$ cat config.mk
export PLATFORM = sky130hd
export DESIGN_NAME = player_bullet_controller_flat
export DESIGN_NICKNAME = d
export VERILOG_FILES = /design/src/rtl/player_bullet_controller_pkg.sv /design/src/rtl/player_bullet_controller_if.sv /design/src/rtl/fire_input_sync.sv /design/src/rtl/player_bullet_controller.sv /design/src/flat_wrapper.sv
export SDC_FILE = /design/constraint.sdc
export NUM_CORES = 1
export LEC_CHECK = 0
export CAP_MARGIN = 30
export CORE_MARGIN = 2
export CORE_UTILIZATION = 30
export CTS_CLUSTER_SIZE = 24
export DETAILED_ROUTE_END_ITERATION = 8
export PLACE_DENSITY = 0.57
export SETUP_SLACK_MARGIN = 0.3
export SYNTH_ARGS = -nofsm -noshare
export SYNTH_HDL_FRONTEND = slang
export SYNTH_SLANG_ARGS = --single-unit
$ cat constraint.sdc
create_clock -name clk25 -period 2.5 [get_ports clk25]
set_input_delay 0.5 -clock clk25 [delete_from_list [all_inputs] [get_ports clk25]]
set_output_delay 0.5 -clock clk25 [all_outputs]
set_load 0.05 [all_outputs]
$ cat src/rtl/player_bullet_controller_pkg.sv
// Shared constants for the player bullet pool and the enemy collision logic.
//   NUM_BULLETS : default pool size
//   COORD_W     : width of every screen coordinate
//   SCREEN_W/H  : visible area in pixels
//   BULLET_W    : bullet sprite edge, reused by enemy collision boxes
package player_bullet_controller_pkg;

    localparam int unsigned NUM_BULLETS = 8;
    localparam int unsigned COORD_W     = 10;
    localparam int unsigned SCREEN_W    = 640;
    localparam int unsigned SCREEN_H    = 480;
    localparam int unsigned BULLET_W    = 8;

    typedef logic [COORD_W-1:0] coord_t;

endpackage

$ cat src/rtl/player_bullet_controller_if.sv
// Bullet bus between the player logic, the bullet controller and the enemy controllers.
//   master : game/player side; drives enable, fire, player position and hit feedback
//   slave  : bullet controller; drives the flat bullet x/y/active buses
interface player_bullet_controller_if #(
    parameter int unsigned NUM_BULLETS = player_bullet_controller_pkg::NUM_BULLETS
) ();
    import player_bullet_controller_pkg::*;

    logic                           enable;
    logic                           fire;
    logic [COORD_W-1:0]             player_x;
    logic [COORD_W-1:0]             player_y;
    logic [NUM_BULLETS-1:0]         hit_flat;
    logic [NUM_BULLETS*COORD_W-1:0] bullet_x_flat;
    logic [NUM_BULLETS*COORD_W-1:0] bullet_y_flat;
    logic [NUM_BULLETS-1:0]         bullet_active_flat;

    modport master (
        output enable, fire, player_x, player_y, hit_flat,
        input  bullet_x_flat, bullet_y_flat, bullet_active_flat
    );

    modport slave (
        input  enable, fire, player_x, player_y, hit_flat,
        output bullet_x_flat, bullet_y_flat, bullet_active_flat
    );

endinterface

$ cat src/rtl/fire_input_sync.sv
// Brings the raw fire button into clk25 and detects presses.
//   clk25, rst_n : clock and async active-low reset
//   clr          : synchronous clear of all flops (game disabled)
//   fire_async   : raw button, asynchronous to clk25
//   level        : synchronized button level
//   rise         : one-cycle pulse on a synchronized rising edge
module fire_input_sync (
    input  logic clk25,
    input  logic rst_n,
    input  logic clr,
    input  logic fire_async,
    output logic level,
    output logic rise
);
    logic [1:0] sync_q;
    logic       prev_q;

    always_ff @(posedge clk25 or negedge rst_n) begin
        if (!rst_n) begin
            sync_q <= '0;
            prev_q <= 1'b0;
        end else if (clr) begin
            sync_q <= '0;
            prev_q <= 1'b0;
        end else begin
            sync_q <= {sync_q[0], fire_async};
            prev_q <= sync_q[1];
        end
    end

    assign level = sync_q[1];
    assign rise  = sync_q[1] & ~prev_q;

endmodule

$ cat src/rtl/player_bullet_controller.sv
// Player bullet pool: spawns on fire, moves bullets up each tick, retires on top exit or hit.
//   clk25, rst_n : 25 MHz clock, async active-low reset
//   bus (slave)  : enable, fire, player_x/y, hit_flat in; bullet x/y/active flat buses out
// Build option: BULLET_AUTOFIRE_EN makes the held fire level the spawn request
// (repeat fire at the cooldown rate); otherwise one bullet per press.
module player_bullet_controller #(
    parameter int unsigned NUM_BULLETS = player_bullet_controller_pkg::NUM_BULLETS,
    parameter int unsigned MOVE_DIV    = 250_000,
    parameter int unsigned SPEED       = 4,
    parameter int unsigned COOLDOWN    = 3_000_000,
    parameter int unsigned SPAWN_X_OFS = 12,
    parameter int unsigned SPAWN_Y_OFS = 8
) (
    input  logic                         clk25,
    input  logic                         rst_n,
    player_bullet_controller_if.slave    bus
);
    import player_bullet_controller_pkg::*;

    localparam int unsigned PRESC_W = (MOVE_DIV > 1) ? $clog2(MOVE_DIV) : 1;
    localparam int unsigned CD_W    = (COOLDOWN > 1) ? $clog2(COOLDOWN) : 1;
    localparam int unsigned IDX_W   = (NUM_BULLETS > 1) ? $clog2(NUM_BULLETS) : 1;

    coord_t                 x_q [NUM_BULLETS];
    coord_t                 y_q [NUM_BULLETS];
    coord_t                 x_d [NUM_BULLETS];
    coord_t                 y_d [NUM_BULLETS];
    logic [NUM_BULLETS-1:0] active_q, active_d;
    logic [PRESC_W-1:0]     presc_q, presc_d;
    logic [CD_W-1:0]        cd_q, cd_d;

    logic       fire_level, fire_rise, spawn_req;
    logic       free_found, tick, spawn;
    logic [IDX_W-1:0] free_idx;
    coord_t     spawn_x, spawn_y;

    fire_input_sync u_fire_sync (
        .clk25      (clk25),
        .rst_n      (rst_n),
        .clr        (!bus.enable),
        .fire_async (bus.fire),
        .level      (fire_level),
        .rise       (fire_rise)
    );

`ifdef BULLET_AUTOFIRE_EN
    assign spawn_req = fire_level;
    logic unused_fire_rise;
    assign unused_fire_rise = fire_rise;
`else
    assign spawn_req = fire_rise;
    logic unused_fire_level;
    assign unused_fire_level = fire_level;
`endif

    // Lowest-index free slot, from the registered (pre-cycle) active mask.
    always_comb begin
        free_found = 1'b0;
        free_idx   = '0;
        for (int i = NUM_BULLETS - 1; i >= 0; i--) begin
            if (!active_q[i]) begin
                free_found = 1'b1;
                free_idx   = IDX_W'(i);
            end
        end
    end

    assign tick    = (presc_q == PRESC_W'(MOVE_DIV - 1));
    assign spawn   = spawn_req && (cd_q == '0) && free_found;
    assign spawn_x = bus.player_x + COORD_W'(SPAWN_X_OFS);
    assign spawn_y = (bus.player_y >= COORD_W'(SPAWN_Y_OFS)) ?
                     bus.player_y - COORD_W'(SPAWN_Y_OFS) : '0;

    always_comb begin
        x_d      = x_q;
        y_d      = y_q;
        active_d = active_q;
        presc_d  = tick ? '0 : presc_q + 1'b1;
        cd_d     = (cd_q != '0) ? cd_q - 1'b1 : cd_q;
        if (spawn) cd_d = CD_W'(COOLDOWN - 1);

        for (int i = 0; i < NUM_BULLETS; i++) begin
            // Spawn only targets a free slot, so it never collides with hit/move.
            if (spawn && (free_idx == IDX_W'(i))) begin
                active_d[i] = 1'b1;
                x_d[i]      = spawn_x;
                y_d[i]      = spawn_y;
            end else if (active_q[i] && bus.hit_flat[i]) begin
                active_d[i] = 1'b0;
                x_d[i]      = '0;
                y_d[i]      = '0;
            end else if (active_q[i] && tick) begin
                if (y_q[i] >= COORD_W'(SPEED)) begin
                    y_d[i] = y_q[i] - COORD_W'(SPEED);
                end else begin
                    active_d[i] = 1'b0;
                    x_d[i]      = '0;
                    y_d[i]      = '0;
                end
            end
        end

        if (!bus.enable) begin
            active_d = '0;
            presc_d  = '0;
            cd_d     = '0;
            for (int i = 0; i < NUM_BULLETS; i++) begin
                x_d[i] = '0;
                y_d[i] = '0;
            end
        end
    end

    always_ff @(posedge clk25 or negedge rst_n) begin
        if (!rst_n) begin
            active_q <= '0;
            presc_q  <= '0;
            cd_q     <= '0;
            for (int i = 0; i < NUM_BULLETS; i++) begin
                x_q[i] <= '0;
                y_q[i] <= '0;
            end
        end else begin
            active_q <= active_d;
            presc_q  <= presc_d;
            cd_q     <= cd_d;
            x_q      <= x_d;
            y_q      <= y_d;
        end
    end

    for (genvar g = 0; g < NUM_BULLETS; g++) begin : g_flat
        assign bus.bullet_x_flat[g*COORD_W +: COORD_W] = x_q[g];
        assign bus.bullet_y_flat[g*COORD_W +: COORD_W] = y_q[g];
    end
    assign bus.bullet_active_flat = active_q;

endmodule
$ cat src/flat_wrapper.sv
// flat-port wrapper written by rule: the top's interface ports become plain ports
module player_bullet_controller_flat import player_bullet_controller_pkg::*;
#(
    parameter int unsigned NUM_BULLETS = player_bullet_controller_pkg::NUM_BULLETS,
    parameter int unsigned MOVE_DIV    = 250_000,
    parameter int unsigned SPEED       = 4,
    parameter int unsigned COOLDOWN    = 3_000_000,
    parameter int unsigned SPAWN_X_OFS = 12,
    parameter int unsigned SPAWN_Y_OFS = 8
)
  (clk25, rst_n, bus_enable, bus_fire, bus_player_x, bus_player_y, bus_hit_flat, bus_bullet_x_flat, bus_bullet_y_flat, bus_bullet_active_flat);
  player_bullet_controller_if #(.NUM_BULLETS(NUM_BULLETS)) bus_i ();
  input  logic clk25;
  input  logic rst_n;
  input wire logic [$bits(bus_i.enable)-1:0] bus_enable;
  input wire logic [$bits(bus_i.fire)-1:0] bus_fire;
  input wire logic [$bits(bus_i.player_x)-1:0] bus_player_x;
  input wire logic [$bits(bus_i.player_y)-1:0] bus_player_y;
  input wire logic [$bits(bus_i.hit_flat)-1:0] bus_hit_flat;
  output wire logic [$bits(bus_i.bullet_x_flat)-1:0] bus_bullet_x_flat;
  output wire logic [$bits(bus_i.bullet_y_flat)-1:0] bus_bullet_y_flat;
  output wire logic [$bits(bus_i.bullet_active_flat)-1:0] bus_bullet_active_flat;
  assign bus_i.enable = bus_enable;
  assign bus_i.fire = bus_fire;
  assign bus_i.player_x = bus_player_x;
  assign bus_i.player_y = bus_player_y;
  assign bus_i.hit_flat = bus_hit_flat;
  assign bus_bullet_x_flat = bus_i.bullet_x_flat;
  assign bus_bullet_y_flat = bus_i.bullet_y_flat;
  assign bus_bullet_active_flat = bus_i.bullet_active_flat;
  player_bullet_controller #(.NUM_BULLETS(NUM_BULLETS), .MOVE_DIV(MOVE_DIV), .SPEED(SPEED), .COOLDOWN(COOLDOWN), .SPAWN_X_OFS(SPAWN_X_OFS), .SPAWN_Y_OFS(SPAWN_Y_OFS)) u_core (.clk25(clk25), .rst_n(rst_n), .bus(bus_i));
endmodule
==> summary.md, run 1 <==
| Metric | Value |
|---|---|
| Commonest non-fill, non-tap cells in the layout | 191 x dfrtp_1, 152 x dlygate4sd2_1, 146 x buf_4, 128 x nand2_1, 90 x nor2_1 |
| Core region area | 37,400 um^2 |
| Register area share after synthesis | 46.58% |
| Total Routing Usage GR | 22.40% |
| Power Internal | 0.007928 W |
| Crit path DAT | 2800 ps |
| Via density per instance | 5.369 |
| Final core utilization | 47.27% |
| Vias in the first global route | 11,160 |
| Hold Vio Cnt, Final | 0 |
| Final Slew Violations | 0 |
| Pin count of the biggest net entering global routing | 57 |
| RePlAce Congestion | 0.8788 |
| CP max FO | 5 |
| Clock power share | 31.5% |
| Outcome | completed |
| Worst Hold Depth | 3 |
| Critical Path Source | u_core.presc_q[10] |
| Gate Count Post-Synth | 1,260 |
| Final Non-Filler Cells | 2,180 |
| DRT iter0 DRCs | 972 |
| Least-Margin Pin Slew | 633.0 ps |
| Max clock buf depth | 3 |
| CTS root buf | clkbuf_16 |
| Cell count after placement | 2,051 |
| Unrepaired setup endpoints after global routing | true |
| Vias | 11,700 |
| Combinational Power Share | 35.7% |
| Count of cell types in the netlist | 89 |
| Tmin final | 2360 ps |
| FF-to-FF setup slack | 140 ps |
| Chip width | 198.4 um |
| Synth Cell Area | 11,340 um^2 |
| Kind of critical path | reg -> reg |
| Critical Path RT | 2940 ps |
| Worst Reg2Reg Path Length in Cells | 7 |
| Final WL | 46.20 mm |
| R2R Path End | u_core.bus.bullet_y_flat[68] |
| Fill cell count | 3,535 |
| Mapped Nets | 1,313 |
| Max VDD drop | 632.0 uV |
| Flop pwr share | 32.7% |
| Starting density of the core | 30.31% |
| Area Overhead vs Synth | 55.96% |
| Layer with the highest usage | met2 |
| Max Clock Freq | 423.8 MHz |
| Worst-case clock skew | 18.27 ps |
| Clock Latency Late Sink | 540 ps |
| DP HPWL | 31.76 mm |
| Ant. Diodes | 0 |
| Final setup violation count | 0 |
| Cell taking the most area after synthesis | dfrtp_1 |
| Ys async rst share | 100.0% |
| PortBufs | 199 |
| Number of iterations in the first detailed-routing pass | 5 |
| H-tree levels | 1 |
| Number of synthesized flops with an enable pin | 0 |
| Leakage power | 8.411 nW |
| Hold slack final | 390.0 ps |
| Power Total | 0.01219 W |
| ANT nets after route | 0 |
| Crit end category | register |
| Clock sink count | 211 |
| Die area | 39,360 um^2 |
| Hold Path Class | in -> reg |
| Synth top area cells | dfrtp_1 47%, o21ai_0 6.5%, nand2_1 6.0% |
| Syn avg cell area | 8.997 um^2 |
| Final period util | 94.39% |
| Met3 Usage GRT | 3.544% |
| Rows | 71 |
| Number of synthesized register bits | 211 |
| Worst Hold Path EP | u_core.bus.bullet_y_flat[76] |
| Commonest non-fill, non-tap cell in the layout | dfrtp_1 |
| Most used DFF post-synth | dfrtp_1 |
| # nets final | 1,705 |
| Share of the synthesized area in the top cell type | 46.58% |
| Hold_sp | bus_enable |
| Total CTS buffers | 24 |
| Sw power | 0.004260 W |
| Met1 usage | 31.55% |
| Relative slew slack | 57.41% |
| Met2 Use GR | 35.56% |
| Yosys warns | 0 |
| Die Y | 198.4 um |
| Sw frac | 34.95% |
| IO Count | 200 |
| Worst-path clk slew | 60 ps |
| First-pass GRT wire length | 67.98 mm |
| DRC errors left | 0 |
| Total gr overflow | 0 |
| Max-cap viol count | 0 |
| Share of layout cells above drive strength 1 | 30.08% |
| RR Startpoint | u_core.presc_q[10] |
| Startpoint types | register |
| DR WL/cell | 21.19 um |
| Power per cell area | 689.4 nW/um^2 |
| Initial antenna violation count | 0 |
| CTS tree | done |
per-stage QoR:
| stage | setup slack (ps) | TNS (ps) | area, um^2 |
|---|---|---|---|
| 6_report | 140.3 | 0 | 17680 |
| 3_5_place_dp | -170.6 | -1114 | 15020 |
| 5_1_grt | 10.38 | 0 | 17680 |
| 2_1_floorplan | 214.4 | 0 | 11500 |
| 3_3_place_gp | -179.9 | -1199 | 15010 |
| 4_1_cts | 182.9 | 0 | 16510 |
Yosys cell counts, types with 15 or more instances:
master,instances
a21oi_1,57
a31oi_1,19
clkbuf_1,39
dfrtp_1,211
ha_1,21
inv_1,40
nand2_1,181
nand3_1,40
nand4_1,25
nor2_1,98
nor3_1,47
nor4_1,15
o211ai_1,16
o21ai_0,148
or3_1,20
xnor2_1,22
xor2_1,17
how the worst max path moves through the flow:
stage                                    to  slack [ps]  depth (start not counted)
6_report       u_core.bus.bullet_y_flat[68]         140                          7
4_1_cts        u_core.bus.bullet_y_flat[41]         180                         11
3_5_place_dp   u_core.bus.bullet_y_flat[19]        -170                          8
2_1_floorplan  u_core.bus.bullet_x_flat[26]         210                          9
3_3_place_gp   u_core.bus.bullet_y_flat[19]        -180                          8
5_1_grt        u_core.bus.bullet_y_flat[46]          10                          7
state kept, by name, indices dropped and copies added, names as in the netlist:
name / flops
u_core.bus.bullet_active_flat: 8
u_core.bus.bullet_x_flat: 80
u_core.bus.bullet_y_flat: 80
u_core.cd_q: 22
u_core.presc_q: 18
u_core.u_fire_sync.prev_q: 1
u_core.u_fire_sync.sync_q: 2
timing repair:
item / 4_1_cts / 5_1_grt
pin swaps: 43 / 96
setup endpoints to repair: 310 / 207
buffers inserted: 45 / 32
gates cloned: 5 / 3
endpoints found under the hold margin: 40 / 0
hold buffers: 1 / 0
resized for setup: 267 / 277
critical path: stages (launching register included):
cell,delay (ps)
dfrtp_1,400
or4b_1,600
nor2_4,180
buf_4,200
a31o_4,180
nand4_1,170
or4_1,440
o211ai_1,100
cell type report:
cell class | instances | area [um^2] | share of cell area, %
multi-input combinational | 961 | 6848 | 38.73
sequential | 211 | 5305 | 30.01
timing repair buffer | 414 | 3892 | 22.02
clock buffer | 36 | 706.9 | 3.999
tap | 511 | 639.4 | 3.616
inverter | 40 | 150.1 | 0.8493
clock inverter | 7 | 137.6 | 0.7785
routing by layer:
layer / part of all wire (%) / vias up
li1: - / 5395
met1: 44 / 5804
met2: 47 / 427
met3: 6.4 / 78
met4: 3.1 / 0
met5: 0 / -
logic make-up after synthesis:
kind of cell	after synthesis	share of synthesized area, %
XOR/XNOR	39	3.013
multiplexers	10	0.9271
buffers and inverters	90	3.278
AO/OA/AOI/OAI	339	18.73
flip-flops	211	46.58
AND/OR/NAND/NOR	550	25.15
adder cells (fa/ha/maj)	21	2.318
power groups by stage:
stage	registers (W)	clock network (W)	logic (W)
2_1_floorplan	0.00426	0	0.00178
3_3_place_gp	0.00399	0	0.00338
3_5_place_dp	0.00400	0	0.00340
4_1_cts	0.00395	0.00391	0.00375
5_1_grt	0.00402	0.00404	0.00468
6_report	0.00399	0.00384	0.00435
No activity file was read; power rests on OpenSTA's default activity.
==> run 2: changes to the inputs <==
CORE_UTILIZATION = 35   (was 30)
PLACE_DENSITY = 0.64   (was 0.57)
==> run 2 against run 1 <==
  * Final cell count fell by 5.6%
  * Die area shrank 14%
  * Flip-flop and latch count did not move
  * Combinational power increased by 4.8%
  * Global-route usage increased by 2.2 points
  * Cell area shrank 2.5%
  * Hold slack improved by 64 ps
  * Worst setup slack better by 11 ps
  * Utilization grew 7.1 points
  * Non-clock buffer count fell by 14
  * Critical path type unchanged
  * Clock power is 5.5% higher
  * Count of clock-buffer cells in the layout unchanged
==> summary.md, run 2 (same netlist as run 1, synthesis figures left out) <==
| Metric | Value |
|---|---|
| Outcome | completed |
| CP max FO | 3 (-2) |
| Total gr overflow | 0 (unchanged) |
| Number of iterations in the first detailed-routing pass | 5 (unchanged) |
| Starting density of the core | 35.74% (+5.4 points) |
| Combinational Power Share | 36.1% (+0.4 points) |
| Clock power share | 32.1% (+0.6 points) |
| Total CTS buffers | 24 (unchanged) |
| Final Slew Violations | 0 (unchanged) |
| Least-Margin Pin Slew | 955.2 ps (+322.2 ps) |
| Core region area | 31,720 um^2 (-15%) |
| Sw frac | 34.64% (-0.31 points) |
| Metal3 WL | 3.132 mm (+6.4%) |
| Power Total | 0.01261 W (+3.5%) |
| Final WL | 43.58 mm (-5.7%) |
| Metal2 WL | 20.33 mm (-6.2%) |
| Commonest non-fill, non-tap cell in the layout | dfrtp_1 |
| Power Internal | 0.008245 W (+4.0%) |
| Power per cell area | 731.8 nW/um^2 (+6.1%) |
| Sw power | 0.004370 W (+2.6%) |
| Flop pwr share | 31.8% (-0.9 points) |
| Total Routing Usage GR | 24.60% (+2.2 points) |
| Rows | 65 (-8.5%) |
| Startpoint types | register |
| Crit end category | register |
| # nets final | 1,691 (-0.82%) |
| Vias | 11,690 (-0.12%) |
| Final period util | 93.93% (-0.45 points) |
| DRT iter0 DRCs | 1,044 (+7.4%) |
| Hold Path Class | reg -> reg |
| Leakage power | 8.333 nW (-0.92%) |
| Pin count of the biggest net entering global routing | 62 (+8.8%) |
| Clock Latency Late Sink | 540 ps (about the same) |
| Commonest non-fill, non-tap cells in the layout | 189 x dfrtp_1, 152 x dlygate4sd2_1, 144 x buf_4, 133 x nand2_1, 89 x nor2_1 |
| Clock sink count | 211 (unchanged) |
| Final setup violation count | 0 (unchanged) |
| Pre-CTS setup slack | -147.8 ps (+22.73 ps) |
| Post-Route M1 WL | 18.56 mm (-8.1%) |
| Relative slew slack | 35.86% (-22 points) |
| Crit path DAT | 2730 ps (-70 ps) |
| RePlAce Congestion | 0.9074 (+3.3%) |
| Unrepaired setup endpoints after global routing | true |
| PortBufs | 199 (unchanged) |
| Critical Path Source | u_core.cd_q[1] |
| Final WS setup | 151.7 ps (+11.37 ps) |
| Max clock buf depth | 3 (unchanged) |
| First-pass GRT wire length | 64.87 mm (-4.6%) |
| Hold_sp | u_core.u_fire_sync.sync_q[0] |
| Die area | 33,840 um^2 (-14%) |
| Max Clock Freq | 425.8 MHz (+0.48%) |
| Max-cap viol count | 0 (unchanged) |
| Worst-case clock skew | 28.75 ps (+10.47 ps) |
| DRC errors left | 0 (unchanged) |
| CTS tree | done |
| IO Count | 200 (unchanged) |
| Max VDD drop | 540.2 uV (-15%) |
| Critical Path RT | 2880 ps (-60 ps) |
| Fill cell count | 2,833 (-20%) |
| Initial antenna violation count | 2 (+2) |
| RR Startpoint | u_core.cd_q[1] |
| CTS root buf | clkbuf_16 |
| Highest routing layer actually used | met4 |
| Chip width | 184.0 um (-7.3%) |
| Area Overhead vs Synth | 52.07% |
| Share of layout cells above drive strength 1 | 29.35% (-0.73 points) |
| Vias in the first global route | 11,170 (+0.099%) |
| Hold Vio Cnt, Final | 0 (unchanged) |
| ANT nets after route | 0 (unchanged) |
| Kind of critical path | reg -> reg |
| H-tree levels | 1 (unchanged) |
| Via density per instance | 5.678 (+5.7%) |
| DR WL/cell | 21.16 um (-0.13%) |
| Die Y | 184.0 um (-7.3%) |
| Tmin final | 2348 ps (-11.37 ps) |
| Worst-path clk slew | 60 ps (about the same) |
| DP HPWL | 30.52 mm (-3.9%) |
[run 2: critical path: stages (launching register included)]
cell and delay, ps:
dfrtp_1 390, buf_4 130, buf_4 120, buf_4 140, nor4_4 340, nand3b_1 170, or4_4 490, nor3_2 160
mux2i_1 210, nor2_1 50
[run 2: power by group through the flow]
stage | Clock, W | Combinational, W | Sequential [W]
6_report | 0.00405 | 0.00456 | 0.00401
5_1_grt | 0.00425 | 0.00488 | 0.00405
4_1_cts | 0.00410 | 0.00381 | 0.00398
3_5_place_dp | 0 | 0.00341 | 0.00401
3_3_place_gp | 0 | 0.00337 | 0.00400
2_1_floorplan | 0 | 0.00178 | 0.00426
[run 2: area by class of cell]
class	instances	area (um^2)	area share, %
Antenna cell	1	2.502	0.01452
Clock buffer	36	737.0	4.275
Clock inverter	8	171.4	0.9943
Inverter	40	152.6	0.8855
Multi-Input combinational cell	961	6696	38.84
Sequential cell	211	5308	30.79
Tap cell	402	503.0	2.918
Timing Repair Buffer	400	3669	21.28
[run 2: through the flow]
step / area, um^2 / util, % / std cells / setup TNS [ps] / hold slack [ps]
2_1_floorplan: 11500 / - / 1260 / 0 / 204.4
3_3_place_gp: 14770 / 46.56 / 1934 / -538.3 / 436.0
3_5_place_dp: 14780 / 46.58 / 1935 / -711.9 / 448.4
4_1_cts: 16160 / 50.95 / 2015 / 0 / 462.0
5_1_grt: 17240 / 54.35 / 2059 / 0 / 477.6
6_report: 17240 / 54.35 / 2059 / 0 / 454.1
[run 2: path summary, 6_finish.rpt]
check                                                   endpoint  slack (ps)  depth (start not counted)
worst max-delay path                             u_core.cd_q[13]         150                          9
worst min-delay path                u_core.u_fire_sync.sync_q[1]         450                          1
worst max register to register                   u_core.cd_q[13]         150                          9
worst min register to register      u_core.u_fire_sync.sync_q[1]         450                          1
max in group asynchronous       u_core.bus.bullet_active_flat[4]        1270                          3
min in group asynchronous           u_core.bus.bullet_y_flat[69]         510                          2
[run 2: per-layer routing]
metal | global-route usage, % | vias up
met5 | 0 | -
met4 | 8.384 | 0
met3 | 3.942 | 90
met2 | 39.18 | 512
met1 | 34.06 | 5729
li1 | - | 5359
[run 2: what timing repair did]
action                                  in CTS  in global routing
endpoints found under the setup margin     330                218
gates cloned                                 5                  6
hold buffers                                 1                  0
resized for setup                          268                252
endpoints found under the hold margin       49                  0
pin swaps                                   20                 76
buffers inserted                            30                 37
